$ cat src/rtl/vga_mem_arbiter.sv
// Shared synchronous-read memory port arbiter: fixed VGA slots 0/1 in an
// 8-slot round, CPU read/write service with a bounded grant count in slots 2..7.
module vga_mem_arbiter #(
  parameter int              AW       = 16,
  parameter int              DW       = 16,
  parameter logic [AW-1:0]   ROM_BASE = 16'h8000,
  parameter int              CPU_MAX  = 6
) (
  input  logic          clk,
  input  logic          rst,
  output logic [2:0]    acnt,
  input  logic [AW-1:0] vga_addr,
  output logic [DW-1:0] vga_glyph_num,
  output logic [DW-1:0] vga_glyph_pixels,
  input  logic          cpu_req,
  input  logic          cpu_we,
  input  logic [AW-1:0] cpu_addr,
  input  logic [DW-1:0] cpu_wdata,
  output logic          cpu_gnt,
  output logic          cpu_rvalid,
  output logic [DW-1:0] cpu_rdata,
  output logic          cpu_err,
  output logic          mem_en,
  output logic          mem_we,
  output logic [AW-1:0] mem_addr,
  output logic [DW-1:0] mem_wdata,
  input  logic [DW-1:0] mem_rdata
);

  typedef enum logic [1:0] {
    IDLE    = 2'd0,
    RD_DATA = 2'd1,
    RD_RESP = 2'd2
  } state_t;

  localparam logic [2:0] CPU_MAX_C = 3'(CPU_MAX);

  logic [2:0]    acnt_r;
  logic [2:0]    gcnt_r;
  state_t        state_r;
  state_t        state_s;
  logic [DW-1:0] glyph_num_r;
  logic [DW-1:0] glyph_pix_r;
  logic [DW-1:0] cpu_rdata_r;
  logic          err_r;
  logic          grant_s;
  logic          prot_s;

  assign prot_s  = (cpu_addr >= ROM_BASE);
  assign grant_s = rst & cpu_req & (state_r == IDLE) & (acnt_r >= 3'd2) & (gcnt_r < CPU_MAX_C);

  // Slot counter and per-round grant counter
  always_ff @(posedge clk) begin
    if (!rst) begin
      acnt_r <= 3'd0;
      gcnt_r <= 3'd0;
    end else begin
      acnt_r <= acnt_r + 3'd1;
      if (acnt_r == 3'd7) begin
        gcnt_r <= 3'd0;
      end else if (grant_s) begin
        gcnt_r <= gcnt_r + 3'd1;
      end else begin
        gcnt_r <= gcnt_r;
      end
    end
  end

  // VGA capture: FB word returns in slot 1, glyph row returns in slot 2
  always_ff @(posedge clk) begin
    if (!rst) begin
      glyph_num_r <= '0;
      glyph_pix_r <= '0;
    end else begin
      if (acnt_r == 3'd1) begin
        glyph_num_r <= mem_rdata;
      end
      if (acnt_r == 3'd2) begin
        glyph_pix_r <= mem_rdata;
      end
    end
  end

  // CPU read data capture and protected-write error flag
  always_ff @(posedge clk) begin
    if (!rst) begin
      cpu_rdata_r <= '0;
      err_r       <= 1'b0;
    end else begin
      if (state_r == RD_DATA) begin
        cpu_rdata_r <= mem_rdata;
      end
      err_r <= grant_s & cpu_we & prot_s;
    end
  end

  // CPU FSM state register
  always_ff @(posedge clk) begin
    if (!rst) begin
      state_r <= IDLE;
    end else begin
      state_r <= state_s;
    end
  end

  // CPU FSM next-state logic; writes never leave IDLE
  always_comb begin
    state_s = state_r;
    case (state_r)
      IDLE: begin
        if (grant_s && !cpu_we) begin
          state_s = RD_DATA;
        end else begin
          state_s = IDLE;
        end
      end
      RD_DATA: state_s = RD_RESP;
      RD_RESP: state_s = IDLE;
      default: state_s = IDLE;
    endcase
  end

  // Memory port mux and CPU handshake outputs
  always_comb begin
    mem_en     = 1'b0;
    mem_we     = 1'b0;
    mem_addr   = '0;
    mem_wdata  = '0;
    cpu_gnt    = grant_s;
    cpu_rvalid = (state_r == RD_RESP);
    if (!rst) begin
      mem_en   = 1'b0;
      mem_addr = '0;
    end else if (acnt_r <= 3'd1) begin
      mem_en   = 1'b1;
      mem_addr = vga_addr;
    end else if (grant_s) begin
      mem_addr = cpu_addr;
      if (!cpu_we) begin
        mem_en = 1'b1;
      end else if (!prot_s) begin
        mem_en    = 1'b1;
        mem_we    = 1'b1;
        mem_wdata = cpu_wdata;
      end else begin
        mem_en = 1'b0;
      end
    end else begin
      mem_en = 1'b0;
    end
  end

  // Slot-1 bypass lets the controller use the FB word in the cycle it arrives
  assign vga_glyph_num    = (rst && acnt_r == 3'd1) ? mem_rdata : glyph_num_r;
  assign vga_glyph_pixels = glyph_pix_r;
  assign acnt             = acnt_r;
  assign cpu_rdata        = cpu_rdata_r;
  assign cpu_err          = err_r;

endmodule

$ cat config.mk
export PLATFORM = sky130hd
export DESIGN_NAME = vga_mem_arbiter
export DESIGN_NICKNAME = d
export VERILOG_FILES = /design/src/rtl/vga_mem_arbiter.sv
export SDC_FILE = /design/constraint.sdc
export NUM_CORES = 1
export LEC_CHECK = 0
export BUFFER_PORTS_ARGS = -buffer_cell sky130_fd_sc_hd__buf_2
export CORE_MARGIN = 1.5
export CORE_UTILIZATION = 40
export CTS_CLUSTER_DIAMETER = 30
export DETAILED_ROUTE_END_ITERATION = 8
export MAX_ROUTING_LAYER = met4
export PLACE_DENSITY_LB_ADDON = 0.25
export SYNTH_ARGS = -nofsm -noshare
export SYNTH_HDL_FRONTEND = slang
export SYNTH_SLANG_ARGS = --single-unit
$ cat constraint.sdc
create_clock -name clk -period 2.2 [get_ports clk]
set_clock_uncertainty 0.2 [all_clocks]
set_input_delay 0.11 -clock clk [delete_from_list [all_inputs] [get_ports clk]]
set_output_delay 0.11 -clock clk [all_outputs]
set_load 0.1 [all_outputs]
==> flow_metrics.py <==
metrics = {
    "outcome": {
        "status": "finished, violations left",
        "failed_checks": "negative setup slack",
    },
    "sta": {
        "finalCritPeriodShare_pct": 108,
        "hold_viol_final": 0,
        "hold_ws_ns": 0.127,
        "worst_slack_ns": -0.172,
        "relSlewSlack_pct": 49.5,
        "fmaxAchievable_mhz": 422,
        "grt_setup_unrepaired": "yes",
        "period_minus_slack_ns": 2.37,
        "drv_slew": 0,
        "finalSetupViolations": 43,
        "tightest_slew_ns": 0.757,
        "finalSetupTns_ns": -4.78,
    },
    "min_path": {
        "holdPathStages": 3,
        "hold_end": "acnt[1]",
        "worstHoldPathType": "input port to register",
        "hold_start": "rst",
    },
    "global_routing": {
        "grt_start_max_net_pins": 34,
        "grt_usage_pct": 29.6,
        "overflow": 0,
        "antenna_found_initial": 0,
        "grt_pass1_vias": 3523,
        "grt_pass1_wl_mm": 16.7,
    },
    "floorplanning": {
        "num_rows": 30,
        "die_area_mm2": 0.00782,
        "die_h_um": 88.4,
        "die_w_um": 88.4,
        "boundaryPins": 156,
        "initial_core_util_pct": 42.1,
        "core_mm2": 0.00694,
    },
    "clocking": {
        "cts_tree": "built",
        "ctsHtreeMaxLevel": 3,
        "cts_root_buffer": "clkbuf_8",
        "clock_latency_ns": 0.33,
        "cts_buffers": 9,
        "cts_num_sinks": 57,
        "clk_pin_slew_ns": 0.07,
        "cts_buffer_depth": 2,
    },
    "synth": {
        "synth_top_area_share_pct": 39.1,
        "seq_area_frac_synth_pct": 39.1,
        "synth_most_common_cell": "nand2_1",
        "synth-simple-area-share_pct": 21.6,
        "synth-warning-count": 0,
        "synth_ff_type": "dfxtp_1",
        "synth_top_cells_by_count": "nand2_1 (82), dfxtp_1 (57), a21boi_0 (29), inv_1 (21), clkbuf_1 (18)",
        "synthMuxAreaShare_pct": 6.17,
        "syn_area_mm2": 0.00292,
        "synth-seq-cells": 57,
        "async_flop_share_pct": 0,
        "synthTopCellsByArea": "dfxtp_1 (39%), nand2_1 (11%), a21boi_0 (7.5%)",
        "synth-compound-area-share_pct": 23.0,
        "synth.distinct_cells": 34,
        "synth_top_area_cell": "dfxtp_1",
        "synth_top_family_by_area": "compound AO/OA/AOI/OAI gates",
        "synth_edf_count": 0,
        "postSynthCellCount": 340,
        "synth_xor_area_share_pct": 0,
        "syn_nets": 413,
        "synth_adder_area_share_pct": 2.14,
        "syn_avg_cell_area_um2": 8.59,
    },
    "pwr": {
        "p_leak_nw": 2.52,
        "irDropWorstVdd_uv": 424,
        "fin_total_pwr_mw": 3.88,
        "powerDensity_mw_per_mm2": 674,
    },
    "critical_path": {
        "crit_chain": "inv_4 -> ha_4 -> nor3_4 -> or3_4 -> buf_12 -> buf_12 -> nor3_4 -> buf_12",
        "crit_fanout": 5,
        "crit_top_cell": "buf_12",
        "cp.arrival_ns": 2.06,
        "r2r-start": "acnt[0]",
        "regToRegSetupSlack_ns": 0.28,
        "crit_buf_inv": 4,
        "cp_slowest_stage_delay_ns": 0.43,
        "rr_endpoint": "gcnt_r[1]",
        "crit_required_ns": 1.89,
        "cp_slowest_cell": "or3_4",
        "worstSetupStartpointType": "register",
        "worstSetupPathType": "register to output pin",
        "cp_top_family": "simple AND/OR/NAND/NOR gates",
        "endpoint_kind": "output pin",
        "startpoint": "acnt[0]",
        "r2r.worst_path.cells": 8,
    },
    "routing": {
        "antenna_left": 0,
        "routed_wl_mm": 10.9,
        "wl_per_cell_um": 17.2,
        "drt_first_pass_iters": 4,
        "drc": 0,
        "first_iter_violations": 135,
        "vias_per_cell": 5.12,
        "vias": 3243,
    },
    "cells_and_area": {
        "area_delta_synth_final_pct": 97.1,
        "antenna_cells": 0,
        "fin_util_pct": 82.9,
        "fin_cells": 633,
        "final_nets": 605,
        "drive_gt1_share_pct": 51.0,
    },
    "placed_design": {
        "port_buffers": 155,
        "dp_hpwl_mm": 7.24,
        "dpl.cell_count": 577,
        "place_congestion": 0.785,
    },
    "flow_run": {
        "drv_cap": 0,
    },
}
worst register-to-register path, cell delays in order (launching register included):
cell and delay (ns):
dfxtp_4 0.37, inv_4 0.06, ha_4 0.15, nor3_4 0.04, or3_4 0.43, buf_6 0.17
buf_16 0.13, buf_4 0.13, o21ai_0 0.16
per-layer routing:
layer / vias to the layer above / share of wire (%) / global-route usage [%]
met2: 139 / 56 / 54.5
met5: - / 0 / -
met3: 22 / 5.9 / 7.84
met1: 1535 / 36 / 28.7
li1: 1547 / - / -
met4: 0 / 2.3 / 13.9
cell families after synthesis:
group | count (synthesis)
buffers and inverters | 51
and+or+nand+nor | 121
AOI/OAI and AO/OA | 90
adders and majority gates | 5
DFF | 57
muxes | 16
power by group:
part           switching [mW]  leakage (nW)  total (mW)  internal, mW
Combinational            1.11          1.95        1.74         0.632
Clock                   0.404         0.107        1.02         0.615
Sequential             0.0359         0.466        1.12          1.08
state kept, by name, summed over array words and instances, names as in the netlist:
name / cells
state_r: 2
acnt: 3
cpu_rdata: 16
vga_glyph_pixels: 16
glyph_num_r: 16
cpu_err: 1
gcnt_r: 3
layout make-up:
cell class / count / area (µm²)
well taps: 96 / 120
clock buffers: 14 / 173
clock inverters: 2 / 35.0
inverters: 21 / 85.1
flip-flops and latches: 57 / 1150
fillers: 379 / 1190
repair buffers: 211 / 2250
multi-input cells: 232 / 1940
what timing repair did:
action	CTS	global route
hold buffers	18	0
resized for setup	15	13
endpoints found under the setup margin	50	51
pin swaps	27	14
buffers inserted	12	4
hold endpoints to repair	50	0
gates cloned	6	1
cell usage in the layout (no fill, tap or decap), types with 12 or more instances in the layout:
| cell | instances |
|---|---|
| buf_2 | 104 |
| o22ai_4 | 16 |
| a21boi_0 | 29 |
| inv_1 | 18 |
| dlygate4sd3_1 | 18 |
| buf_12 | 56 |
| nand2_1 | 82 |
| a22o_1 | 16 |
| dfxtp_1 | 53 |
| nor3_4 | 17 |
| clkbuf_8 | 12 |
| buf_4 | 18 |
metrics by stage:
stage / setup slack (ns) / instance area [µm²]
floorplan: -0.418 / 3350
global placement: 0.189 / 5000
detailed placement: 0.0609 / 5000
CTS: -0.156 / 5700
global route: -0.242 / 5760
finish: -0.172 / 5760
how the worst max path moves through the flow:
| stage | cells past startpoint | slack (ns) | to |
|---|---|---|---|
| final | 8 | -0.17 | mem_wdata[9] |
| after global routing | 8 | -0.24 | mem_wdata[9] |
| after CTS | 8 | -0.16 | mem_wdata[6] |
| after detailed placement | 7 | 0.06 | mem_addr[4] |
| after global placement | 7 | 0.19 | mem_addr[0] |
| after floorplan | 6 | -0.42 | mem_wdata[15] |
No activity file was read; power rests on OpenSTA's default activity.
